## src/rtl/maxpool_stream_1d.sv

```systemverilog
// rtl/maxpool_stream_1d.sv - streaming 1-D signed max-pooling stage
//
// Reduces each group of POOL consecutive signed samples to its maximum.
// Frames are LENX samples long; a trailing partial group is pooled on its own,
// so a frame yields ceil(LENX/POOL) results.
//
// Ports:
//   clk           in   single clock, rising edge
//   reset         in   synchronous, active-high
//   s_data_in_x   in   WIDTH signed input sample
//   s_valid_x     in   input sample valid
//   s_ready_x     out  block can accept a sample
//   m_data_out_y  out  WIDTH signed pooled result
//   m_valid_y     out  result valid
//   m_ready_y     in   downstream accepts result
//   m_last_y      out  final pooled result of a frame
module maxpool_stream_1d #(
  parameter int WIDTH = 8,
  parameter int LENX  = 3,
  parameter int POOL  = 2
) (
  input  logic             clk,
  input  logic             reset,
  input  logic [WIDTH-1:0] s_data_in_x,
  input  logic             s_valid_x,
  output logic             s_ready_x,
  output logic [WIDTH-1:0] m_data_out_y,
  output logic             m_valid_y,
  input  logic             m_ready_y,
  output logic             m_last_y
);

  localparam int CNT_W = (LENX > 1) ? $clog2(LENX) : 1;
  localparam int GRP_W = (POOL > 1) ? $clog2(POOL) : 1;

  logic [GRP_W-1:0]        grp_cnt_q, grp_cnt_d;
  logic [CNT_W-1:0]        in_cnt_q, in_cnt_d;
  logic signed [WIDTH-1:0] cur_max_q, cur_max_d;
  logic [WIDTH-1:0]        data_q, data_d;
  logic                    valid_q, valid_d;
  logic                    last_q, last_d;

  logic signed [WIDTH-1:0] sample;
  logic signed [WIDTH-1:0] cand;
  logic                    in_fire;
  logic                    out_fire;
  logic                    frame_end;
  logic                    grp_end;

  // Input only stalls while a result is held unaccepted; mid-group samples
  // stall too, which keeps the datapath a single register deep.
  assign s_ready_x    = !(valid_q && !m_ready_y);
  assign m_data_out_y = data_q;
  assign m_valid_y    = valid_q;
  assign m_last_y     = last_q;

  assign sample    = s_data_in_x;
  assign in_fire   = s_valid_x && s_ready_x;
  assign out_fire  = valid_q && m_ready_y;
  assign frame_end = (in_cnt_q == CNT_W'(LENX - 1));
  assign grp_end   = (grp_cnt_q == GRP_W'(POOL - 1)) || frame_end;

  // Ties keep cur_max, which carries the same value as the sample.
  always_comb begin
    cand = sample;
    if (grp_cnt_q != '0) begin
      cand = (sample > cur_max_q) ? sample : cur_max_q;
    end
  end

  always_comb begin
    grp_cnt_d = grp_cnt_q;
    in_cnt_d  = in_cnt_q;
    cur_max_d = cur_max_q;
    data_d    = data_q;
    valid_d   = valid_q;
    last_d    = last_q;

    if (out_fire) begin
      valid_d = 1'b0;
      last_d  = 1'b0;
    end

    if (in_fire) begin
      if (grp_end) begin
        // A closing group overrides the clear above, so a result accepted
        // in this cycle is replaced without a bubble.
        data_d    = cand;
        valid_d   = 1'b1;
        last_d    = frame_end;
        grp_cnt_d = '0;
      end else begin
        cur_max_d = cand;
        grp_cnt_d = grp_cnt_q + GRP_W'(1);
      end
      in_cnt_d = frame_end ? '0 : in_cnt_q + CNT_W'(1);
    end
  end

  always_ff @(posedge clk) begin
    if (reset) begin
      grp_cnt_q <= '0;
      in_cnt_q  <= '0;
      cur_max_q <= '0;
      data_q    <= '0;
      valid_q   <= 1'b0;
      last_q    <= 1'b0;
    end else begin
      grp_cnt_q <= grp_cnt_d;
      in_cnt_q  <= in_cnt_d;
      cur_max_q <= cur_max_d;
      data_q    <= data_d;
      valid_q   <= valid_d;
      last_q    <= last_d;
    end
  end

endmodule

```

## config.mk

```make
export PLATFORM = sky130hd
export DESIGN_NAME = maxpool_stream_1d
export DESIGN_NICKNAME = d
export VERILOG_FILES = /design/src/rtl/maxpool_stream_1d.sv
export SDC_FILE = /design/constraint.sdc
export NUM_CORES = 1
export LEC_CHECK = 0
export BUFFER_PORTS_ARGS = -buffer_cell sky130_fd_sc_hd__buf_2
export CORE_ASPECT_RATIO = 1.5
export CORE_MARGIN = 1
export CORE_UTILIZATION = 47
export CTS_CLUSTER_DIAMETER = 150
export DETAILED_ROUTE_END_ITERATION = 8
export PLACE_DENSITY = 0.81
export SKIP_LAST_GASP = 1
export SYNTH_ARGS = -nofsm -noshare
export SYNTH_HDL_FRONTEND = slang
export SYNTH_SLANG_ARGS = --single-unit
```

## constraint.sdc

```tcl
create_clock -name clk -period 2 [get_ports clk]
set_input_delay 0.4 -clock clk [delete_from_list [all_inputs] [get_ports clk]]
set_output_delay 0.4 -clock clk [all_outputs]
set_load 0.05 [all_outputs]
```

==> summary.md, run 1 <==
| Metric | Value |
|---|---|
| Status | `finished, violations left` |
| Violated checks | `setup timing` |
| Boundary pin count | `23` |
| Setup Total Neg Slack | `-0.00223 ns` |
| Final net count | `167` |
| Die ar. | `2490 um2` |
| Leading register cell type out of synthesis | `dfxtp_1` |
| Commonest cells after routing, fill and taps aside | `nor2_1, buf_2, dfxtp_1` |
| DIE HEIGHT | `60.7 um` |
| Max frequency | `500 MHz` |
| Final design instance area without fill | `1330 um2` |
| Most area-hungry cell type in the Yosys netlist | `dfxtp_1` |
| FFs w/ async S/R, synth | `0%` |
| Detailed Route WL | `2340 um` |
| R2R setup slack | `-0.001 ns` |
| Horiz. Die Dim | `41.1 um` |
| Max-slew violation count | `0` |
| Count of final hold-check violations | `0` |
| Pin count of the biggest net entering global routing | `22` |
| TritonCTS clock tree | `yes` |
| Number of cells traversed by the worst hold path | `3` |
| GRT Total Usage | `22.6%` |
| Worst-case reg-to-reg path depth | `7` |
| Slew @ Worst Pin | `0.379 ns` |
| Area Overhead vs Synth | `23.3%` |
| Overflow left after global routing | `0` |
| Antenna cells | `0` |
| Antenna violations before repair | `0` |
| Critical Setup Path Class | `reg2reg` |
| Hold Path End | `cur_max_q[0]` |
| Warnings, synthesis | `0` |
| Flip-flop and latch count after synthesis | `21` |
| Cells after Synth | `116` |
| ANT nets after route | `0` |
| Starting density of the core | `51.3%` |
| Time the worst path needs with I/O delays and setup | `2.00 ns` |
| Power density normalized to cell area | `720 nW/um2` |
| Clock Tree Buf Depth | `2` |
| PnR worst setup slack | `-0.00124 ns` |
| Register clock-pin slew on the reported worst setup and hold paths | `0.11 ns` |
| Buffers on Ports | `22` |
| DRC viols | `0` |
| Synth Cell Area | `1080 um2` |
| 1st-pass router iterations | `4` |
| Net count of the mapped netlist | `136` |
| Row cnt | `20` |
| Mean cell area of the mapped netlist | `9.30 um2` |
| Number of enable-type register cells in the synthesized netlist | `0` |
| Source of the worst register-to-register timing path | `cur_max_q[5]` |
| Worst relative slew slack | `74.7%` |
| Hold path startpoint | `s_data_in_x[0]` |
| Number of global-route vias before repair | `947` |
| Cell at the root of the clock tree | `clkbuf_4` |
| # Max-Cap Violations | `0` |
| Detailed-route via count | `947` |
| Worst hold-check path type | `in2reg` |
| Htree depth | `1` |
| Kind of end point of the critical path | `flip-flop` |
| Buffers inserted by post-CTS timing repair | `0` |
| Worst endpoint required time | `2.21 ns` |
| Critical path data arrival time | `2.21 ns` |
| TritonCTS Sinks | `21` |
| Netlist cell types | `27` |
| Global-route wire length before repair | `3930 um` |
| Placed standard-cell area | `1250 um2` |
| Via count normalized by instance count | `5.64` |
| Clock insertion delay at the later pin of the skew report | `0.31 ns` |
| Routability congestion estimate from global placement | `0.728` |
| Leak pwr | `0.583 nW` |
| Inserted Clock Buffers | `3` |
| Synth top area cells | `dfxtp_1, nor2_1, ha_1` |
| Final setup fails | `2` |
| Setup repair after global routing missed its margin | `yes` |
| Fraction of final layout cells sized beyond drive strength 1 | `34.9%` |
| Synth top area share | `39.0%` |
| Detailed placer's ending HPWL | `1750 um` |
| First DRT Iteration DRCs | `29` |
| Most frequent standard cell in the layout excluding fill and tap cells | `nor2_1` |
| Worst clock skew | `0.00395 ns` |
| Post-DR wirelength/cell | `13.9 um` |
| Maximum fanout count along the critical path | `8` |
| IR Drop Worst-Case VDD | `0.444 mV` |
| Core Footprint | `2100 um2` |
| CP Launch Type | `flip-flop` |
| Worst R2R End | `m_data_out_y[7]` |
| Fill cell total of the finished layout | `205` |
| Share of synthesized area occupied by flip-flops and latches | `39.0%` |
| Fraction of the cycle the final worst path needs | `100%` |
[what timing repair did]
action,in CTS,in global routing
setup endpoints to repair,8,8
gates cloned,0,0
hold buffers,0,0
gates resized for setup,7,4
pin swaps,12,6
[state kept, by name, indices dropped and copies added (netlist names)]
| register | flops |
|---|---|
| m_data_out_y | 8 |
| cur_max_q | 8 |
| m_last_y | 1 |
| in_cnt_q | 2 |
| m_valid_y | 1 |
| grp_cnt_q | 1 |
[routing by layer]
layer	vias to the layer above	routed length, um	GRT usage [%]	share of wire, %
li1	471	-	-	-
met1	455	955	26.3	41
met2	19	1310	41.1	56
met3	2	56	2.20	2.4
met4	0	19	6.91	0.81
met5	-	0	0	0
[how the worst max path moves through the flow]
| stage | startpoint | end | slack (ns) | cells after the start |
|---|---|---|---|---|
| 2_1_floorplan | s_data_in_x[5] | m_data_out_y[0] | 0.01 | 6 |
| 3_3_place_gp | s_data_in_x[5] | m_data_out_y[5] | -0.19 | 7 |
| 3_5_place_dp | s_data_in_x[5] | m_data_out_y[3] | -0.28 | 7 |
| 4_1_cts | cur_max_q[5] | m_data_out_y[3] | -0.00002 | 7 |
| 5_1_grt | cur_max_q[5] | m_data_out_y[1] | -0.05 | 7 |
| 6_report | cur_max_q[5] | m_data_out_y[7] | -0.001 | 7 |
[logic make-up (layout without fill, tap and decap cells)]
logic type	count (synthesis)	count (layout)	synth area share (%)
flops	21	21	39.0
fa+ha+maj	8	8	9.28
simple gates	42	42	17.2
mux	9	9	8.35
buf+inv	13	43	5.34
compound gates	23	23	20.9
[metrics by stage]
step | total power [mW] | std cells | util, % | hold slack [ns] | setup WS (ns)
final | 0.958 | 168 | 63.3 | 0.355 | -0.00124
after global routing | 1.01 | 168 | 63.3 | 0.361 | -0.0547
after CTS | 0.958 | 168 | 63.0 | 0.364 | -0.0000226
after detailed placement | 0.743 | 164 | 59.7 | 0.468 | -0.278
after global placement | 0.730 | 164 | 59.7 | 0.453 | -0.188
after floorplan | 0.668 | 116 | - | 0.445 | 0.0141
[worst max-delay path, stage by stage, from the launching register on]
cell and delay, ns:
dfxtp_2 0.36, inv_2 0.04, ha_4 0.26, a21o_1 0.15, a2111oi_4 0.09, a221o_2 0.39, a211o_4 0.40, o221a_1 0.23
[synthesized netlist by cell type (all sizes together) (4+ instances only)]
library cell	count
a21oi	4
dfxtp	21
ha	8
inv	9
mux2i	9
nand2	4
nor2	29
o221a	8
[area by class of cell]
type	instances	area, um2	share of cell area [%]
Multi-Input combinational cell	82	646	48.5
Sequential cell	21	427	32.1
Timing Repair Buffer	30	170	12.8
Inverter	9	33.8	2.54
Tap cell	22	27.5	2.07
Clock buffer	4	26.3	1.98
[report_power, final]
group | switching (mW) | total, mW | internal [mW] | leakage (nW)
Clock | 0.128 | 0.206 | 0.0779 | 0.0150
Combinational | 0.164 | 0.277 | 0.112 | 0.394
Sequential | 0.0239 | 0.475 | 0.451 | 0.174
(Power assumes the default switching activity.)
==> run 2: changes to the inputs <==
--- a/config.mk
+++ b/config.mk
@@ -12,6 +12,7 @@
 export CTS_CLUSTER_DIAMETER = 150
 export DETAILED_ROUTE_END_ITERATION = 8
 export PLACE_DENSITY = 0.81
+export REMOVE_ABC_BUFFERS = 1
 export SKIP_LAST_GASP = 1
 export SYNTH_ARGS = -nofsm -noshare
 export SYNTH_HDL_FRONTEND = slang
==> summary.md, run 2 (same netlist as run 1, synthesis figures left out) <==
| Metric | Value |
|---|---|
| Via count normalized by instance count | `5.72 (+1.4%)` |
| Global-route wire length before repair | `3720 um (-5.3%)` |
| Overflow left after global routing | `0 (unchanged)` |
| Inserted Clock Buffers | `3 (unchanged)` |
| Slew @ Worst Pin | `0.368 ns (-0.0113 ns)` |
| Setup Total Neg Slack | `-0.00217 ns (+0.0000670 ns)` |
| Worst hold-check path type | `in2reg` |
| Max-slew violation count | `0 (unchanged)` |
| Clock Tree Buf Depth | `2 (unchanged)` |
| Time the worst path needs with I/O delays and setup | `2.00 ns (+0.000177 ns)` |
| Placed insts | `166 (+1.2%)` |
| Worst-case reg-to-reg path depth | `6 (-1)` |
| Starting density of the core | `51.3% (unchanged)` |
| Fraction of the cycle the final worst path needs | `100% (about the same)` |
| Maximum fanout count along the critical path | `8 (unchanged)` |
| Critical Setup Path Class | `reg2reg` |
| Antenna violations before repair | `0 (unchanged)` |
| Worst endpoint required time | `2.22 ns (about the same)` |
| Worst clock skew | `0.00192 ns (-0.00203 ns)` |
| 1st-pass router iterations | `5 (+1)` |
| First DRT Iteration DRCs | `39 (+34%)` |
| Number of global-route vias before repair | `868 (-8.3%)` |
| Max frequency | `500 MHz (about the same)` |
| Final non-filler cell total | `170 (+1.2%)` |
| TritonCTS Sinks | `21 (unchanged)` |
| Commonest cells after routing, fill and taps aside | `nor2_1, buf_2, dfxtp_1` |
| Boundary pin count | `23 (unchanged)` |
| Buffers inserted by post-CTS timing repair | `0 (unchanged)` |
| Kind of end point of the critical path | `flip-flop` |
| DIE HEIGHT | `60.7 um (unchanged)` |
| Most frequent standard cell in the layout excluding fill and tap cells | `nor2_1` |
| Final Util | `63.8% (+0.54 points)` |
| Violated checks | `setup timing` |
| Core Footprint | `2100 um2 (unchanged)` |
| Power density normalized to cell area | `724 nW/um2 (+0.52%)` |
| Detailed-route via count | `972 (+2.6%)` |
| Status | `finished, violations left` |
| Final setup fails | `2 (unchanged)` |
| Pin count of the biggest net entering global routing | `22 (unchanged)` |
| GRT Total Usage | `22.1% (-0.49 points)` |
| Row cnt | `20 (unchanged)` |
| Die ar. | `2490 um2 (unchanged)` |
| Number of cells traversed by the worst hold path | `3 (unchanged)` |
| Post-DR wirelength/cell | `14.3 um (+3.0%)` |
| Htree depth | `1 (unchanged)` |
| Register clock-pin slew on the reported worst setup and hold paths | `0.12 ns (about the same)` |
| Buffers on Ports | `22 (unchanged)` |
| Final net count | `169 (+1.2%)` |
| Critical path data arrival time | `2.23 ns (+0.02 ns)` |
| Cell at the root of the clock tree | `clkbuf_4` |
| PnR worst setup slack | `-0.00142 ns (-0.000177 ns)` |
| Detailed Route WL | `2430 um (+4.2%)` |
| Fill cell total of the finished layout | `181 (-12%)` |
| Fraction of final layout cells sized beyond drive strength 1 | `34.5% (-0.47 points)` |
| Leak pwr | `0.592 nW (+1.5%)` |
| WHS | `0.361 ns (+0.00623 ns)` |
| CP Launch Type | `flip-flop` |
| IR Drop Worst-Case VDD | `0.584 mV (+31%)` |
| Detailed placer's ending HPWL | `1730 um (-1.2%)` |
| Area Overhead vs Synth | `24.4%` |
| Routability congestion estimate from global placement | `0.886 (+22%)` |
| Horiz. Die Dim | `41.1 um (unchanged)` |
| Antenna cells | `0 (unchanged)` |
| DRC viols | `0 (unchanged)` |
| # Max-Cap Violations | `0 (unchanged)` |
| Count of final hold-check violations | `0 (unchanged)` |
| TritonCTS clock tree | `yes` |
| ANT nets after route | `0 (unchanged)` |
| Worst relative slew slack | `75.5% (+0.75 points)` |
| Clock insertion delay at the later pin of the skew report | `0.32 ns (about the same)` |
| Setup repair after global routing missed its margin | `yes` |
==> run 2: cell count changes in the layout (fill, tap and decap cells not counted), sizes merged <==
cell	before	now
buf	30	32
==> run 2: final cells by class <==
type                    instances  area (um2)  share of cell area, %
repair buffers                 32         185                   13.8
multi-input cells              82         643                   47.9
inverters                       9        33.8                   2.52
clock buffers                   4        26.3                   1.96
well taps                      22        27.5                   2.05
flip-flops and latches         21         425                   31.7
==> run 2: worst max-delay path, cell delays in order (launching register included) <==
cell	delay [ns]
dfxtp_2	0.35
inv_1	0.04
ha_1	0.32
nand4_1	0.13
a221o_2	0.42
a211o_4	0.40
o221a_1	0.24
==> run 2: worst paths after layout <==
kind	startpoint	to	slack, ns
min	s_data_in_x[7]	cur_max_q[7]	0.36
min reg2reg	in_cnt_q[1]	in_cnt_q[1]	0.49
max	cur_max_q[7]	m_data_out_y[5]	-0.001
max reg2reg	cur_max_q[7]	m_data_out_y[5]	-0.001
==> run 2: metal layers <==
metal | part of all wire, % | track usage [%]
met1 | 41 | 25.6
met2 | 52 | 39.1
met3 | 4.0 | 2.20
met4 | 2.4 | 9.22
met5 | 0 | 0
==> run 2: timing repair <==
item                       CTS  global route
resized for setup            8             2
pin swaps                   10             5
hold buffers                 0             0
setup endpoints to repair    8             8
cloned                       0             0
==> run 2: through the flow <==
stage / worst slack [ns] / instance area, um2 / power [mW]
floorplan: -0.605 / 1050 / 0.658
global placement: -0.184 / 1270 / 0.736
detailed placement: -0.275 / 1270 / 0.745
CTS: -0.00235 / 1340 / 0.966
global route: -0.0607 / 1340 / 1.02
finish: -0.00142 / 1340 / 0.971
==> run 2: power breakdown <==
part / internal [mW] / switching, mW / total (mW) / leakage (nW)
Clock: 0.0782 / 0.136 / 0.215 / 0.0150
Sequential: 0.451 / 0.0237 / 0.474 / 0.174
Combinational: 0.115 / 0.167 / 0.282 / 0.403
Total: 0.644 / 0.327 / 0.971 / 0.592
==> run 3: changes to the inputs <==
--- a/config.mk
+++ b/config.mk
@@ -5,7 +5,7 @@
 export SDC_FILE = /design/constraint.sdc
 export NUM_CORES = 1
 export LEC_CHECK = 0
-export BUFFER_PORTS_ARGS = -buffer_cell sky130_fd_sc_hd__buf_2
+export BUFFER_PORTS_ARGS = -buffer_cell sky130_fd_sc_hd__buf_4
 export CORE_ASPECT_RATIO = 1.5
 export CORE_MARGIN = 1
 export CORE_UTILIZATION = 47
==> constraint.sdc (replaced) <==
create_clock -name clk -period 2 [get_ports clk]
set_input_delay 0.4 -clock clk [delete_from_list [all_inputs] [get_ports clk]]
set_output_delay 0.4 -clock clk [all_outputs]
set_load 0.01 [all_outputs]
==> summary.md, run 3 (same netlist as run 1, synthesis figures left out) <==
| Metric | Value |
|---|---|
| Status | `finished, violations left` |
| Violated checks | `setup timing` |
| Number of global-route vias before repair | `947 (+9.1%)` |
| Register share of total power | `50.7% (+1.8 points)` |
| Worst clock skew | `0.00559 ns (+0.00367 ns)` |
| Most frequent standard cell in the layout excluding fill and tap cells | `buf_4` |
| Worst relative slew slack | `76.4% (+0.95 points)` |
| PnR worst setup slack | `-0.00888 ns (-0.00746 ns)` |
| Area Overhead vs Synth | `30.6%` |
| Final design instance area without fill | `1410 um2 (+5.0%)` |
| Global routing's busiest layer | `met2` |
| First DRT Iteration DRCs | `21 (-46%)` |
| Fraction of power consumed by combinational cells | `27.3% (-1.7 points)` |
| Register clock-pin slew on the reported worst setup and hold paths | `0.12 ns (about the same)` |
| Cell at the root of the clock tree | `clkbuf_4` |
| Time the worst path needs with I/O delays and setup | `2.01 ns (+0.00746 ns)` |
| Critical Setup Path Class | `reg2reg` |
| Starting density of the core | `51.3% (unchanged)` |
| Cell-by-cell trace of the critical path | `inv_1 > ha_4 > nand4_1 > a221o_2 > a211o_4 > o221a_1` |
| Antenna violations before repair | `0 (unchanged)` |
| Worst endpoint required time | `2.21 ns (about the same)` |
| IR Drop Worst-Case VDD | `0.449 mV (-23%)` |
| Worst hold-check path type | `in2reg` |
| Detailed placer's ending HPWL | `1870 um (+7.8%)` |
| Worst Setup Slack post-DPL | `-0.257 ns (+0.0179 ns)` |
| M3 GR Usage | `2.56% (+0.37 points)` |
| Hold-fix buffers at CTS | `0 (unchanged)` |
| Fraction of the cycle the final worst path needs | `100% (+0.37 points)` |
| Final setup fails | `2 (unchanged)` |
| Inserted Clock Buffers | `3 (unchanged)` |
| Post-layout power | `0.940 mW (-3.2%)` |
| ANT nets after route | `0 (unchanged)` |
| Fraction of final layout cells sized beyond drive strength 1 | `35.1% (+0.68 points)` |
| Library cell contributing the largest single delay on the critical path | `a221o_2` |
| Core Footprint | `2100 um2 (unchanged)` |
| Switching portion of total power | `29.6% (-4.1 points)` |
| Leak pwr | `0.604 nW (+2.1%)` |
| Die ar. | `2490 um2 (unchanged)` |
| Placed standard-cell area | `1320 um2 (+4.3%)` |
| Part of the total power dissipated in the clock network | `22.0% (about the same)` |
| Detailed Route WL | `2600 um (+6.6%)` |
| Routability congestion estimate from global placement | `0.847 (-4.4%)` |
| Via count normalized by instance count | `5.66 (-1.0%)` |
| Commonest cells after routing, fill and taps aside | `buf_4, nor2_1, dfxtp_1` |
| DIE HEIGHT | `60.7 um (unchanged)` |
| Horiz. Die Dim | `41.1 um (unchanged)` |
| Internal power contribution | `0.661 mW (+2.8%)` |
| Htree depth | `1 (unchanged)` |
| Global-route wire length before repair | `3890 um (+4.6%)` |
| Clock insertion delay at the later pin of the skew report | `0.31 ns (about the same)` |
| Critical path data arrival time | `2.22 ns (about the same)` |
| Row cnt | `20 (unchanged)` |
| Overflow left after global routing | `0 (unchanged)` |
| Met1 routing resource usage after global routing | `23.4% (-2.2 points)` |
| Final net count | `169 (unchanged)` |
| WHS | `0.347 ns (-0.0140 ns)` |
| M2 GR Usage | `42.6% (+3.6 points)` |
| Clock Tree Buf Depth | `2 (unchanged)` |
| Maximum fanout count along the critical path | `8 (unchanged)` |
| TritonCTS clock tree | `yes` |
| TritonCTS Sinks | `21 (unchanged)` |
| CP Launch Type | `flip-flop` |
| Detailed-route via count | `962 (-1.0%)` |
| Post-DR wirelength/cell | `15.3 um (+6.6%)` |
| Setup Total Neg Slack | `-0.0152 ns (-0.0130 ns)` |
| Power density normalized to cell area | `667 nW/um2 (-7.8%)` |
| 1st-pass router iterations | `4 (-1)` |
| Setup repair after global routing missed its margin | `yes` |
| Max-slew violation count | `0 (unchanged)` |
| Antenna cells | `0 (unchanged)` |
| DRC viols | `0 (unchanged)` |
| Pin count of the biggest net entering global routing | `22 (unchanged)` |
| Crit path largest cell delay | `0.43 ns (about the same)` |
| Kind of end point of the critical path | `flip-flop` |
| # Max-Cap Violations | `0 (unchanged)` |
| Max frequency | `498 MHz (-0.37%)` |
| Fill cell total of the finished layout | `192 (+6.1%)` |
| Switch Pwr | `0.278 mW (-15%)` |
| Boundary pin count | `23 (unchanged)` |
| Slew @ Worst Pin | `0.353 ns (-0.0147 ns)` |
| Count of final hold-check violations | `0 (unchanged)` |
| GRT Total Usage | `22.5% (+0.38 points)` |
| Buffers on Ports | `22 (unchanged)` |
-- run 3: cell counts in the layout (fill, tap and decap cells not counted) --
Identical to the previous run, type by type.
-- run 3: cell type report --
cell class              instances  area [um2]  share of cell area [%]
inverters                       9        33.8                    2.40
multi-input cells              82         656                    46.5
flip-flops and latches         21         425                    30.2
repair buffers                 32         240                    17.1
clock buffers                   4        26.3                    1.87
well taps                      22        27.5                    1.95
-- run 3: path summary, 6_finish.rpt --
| check | from | end | slack (ns) | cells past startpoint |
|---|---|---|---|---|
| worst min-delay path | s_data_in_x[0] | cur_max_q[0] | 0.35 | 3 |
| worst min register to register | in_cnt_q[1] | in_cnt_q[1] | 0.49 | 2 |
| worst max register to register | cur_max_q[6] | m_data_out_y[5] | -0.009 | 6 |
| worst max-delay path | cur_max_q[6] | m_data_out_y[5] | -0.009 | 6 |
-- run 3: power by group through the flow --
stage	sequential (mW)	combinational, mW	clock [mW]
2_1_floorplan	0.485	0.126	0
3_3_place_gp	0.481	0.223	0
3_5_place_dp	0.484	0.231	0
4_1_cts	0.476	0.251	0.212
5_1_grt	0.480	0.280	0.231
6_report	0.476	0.257	0.206
-- run 3: timing repair --
action | in CTS | in global routing
pin swaps | 11 | 5
setup endpoints to repair | 8 | 8
gates resized for setup | 8 | 3
setup buffers | 0 | 0
-- run 3: layer usage --
layer	share of wire (%)	routed length, um
met1	39	1010
met4	0.54	14
met5	0	0
met3	2.4	63
met2	58	1510
-- run 3: metrics by stage --
stage,instances,util (%)
2_1_floorplan,112,-
3_3_place_gp,166,62.9
3_5_place_dp,166,62.9
4_1_cts,170,66.3
5_1_grt,170,67.0
6_report,170,67.0
-- run 3: worst max-delay path: cells and delay by family (launching register included) --
| kind | cells | cell delay [ns] |
|---|---|---|
| AO/OA/AOI/OAI | 3 | 1.07 |
| flip-flops | 1 | 0.36 |
| adder cells (fa/ha/maj) | 1 | 0.29 |
| AND/OR/NAND/NOR | 1 | 0.13 |
| buffers and inverters | 1 | 0.07 |
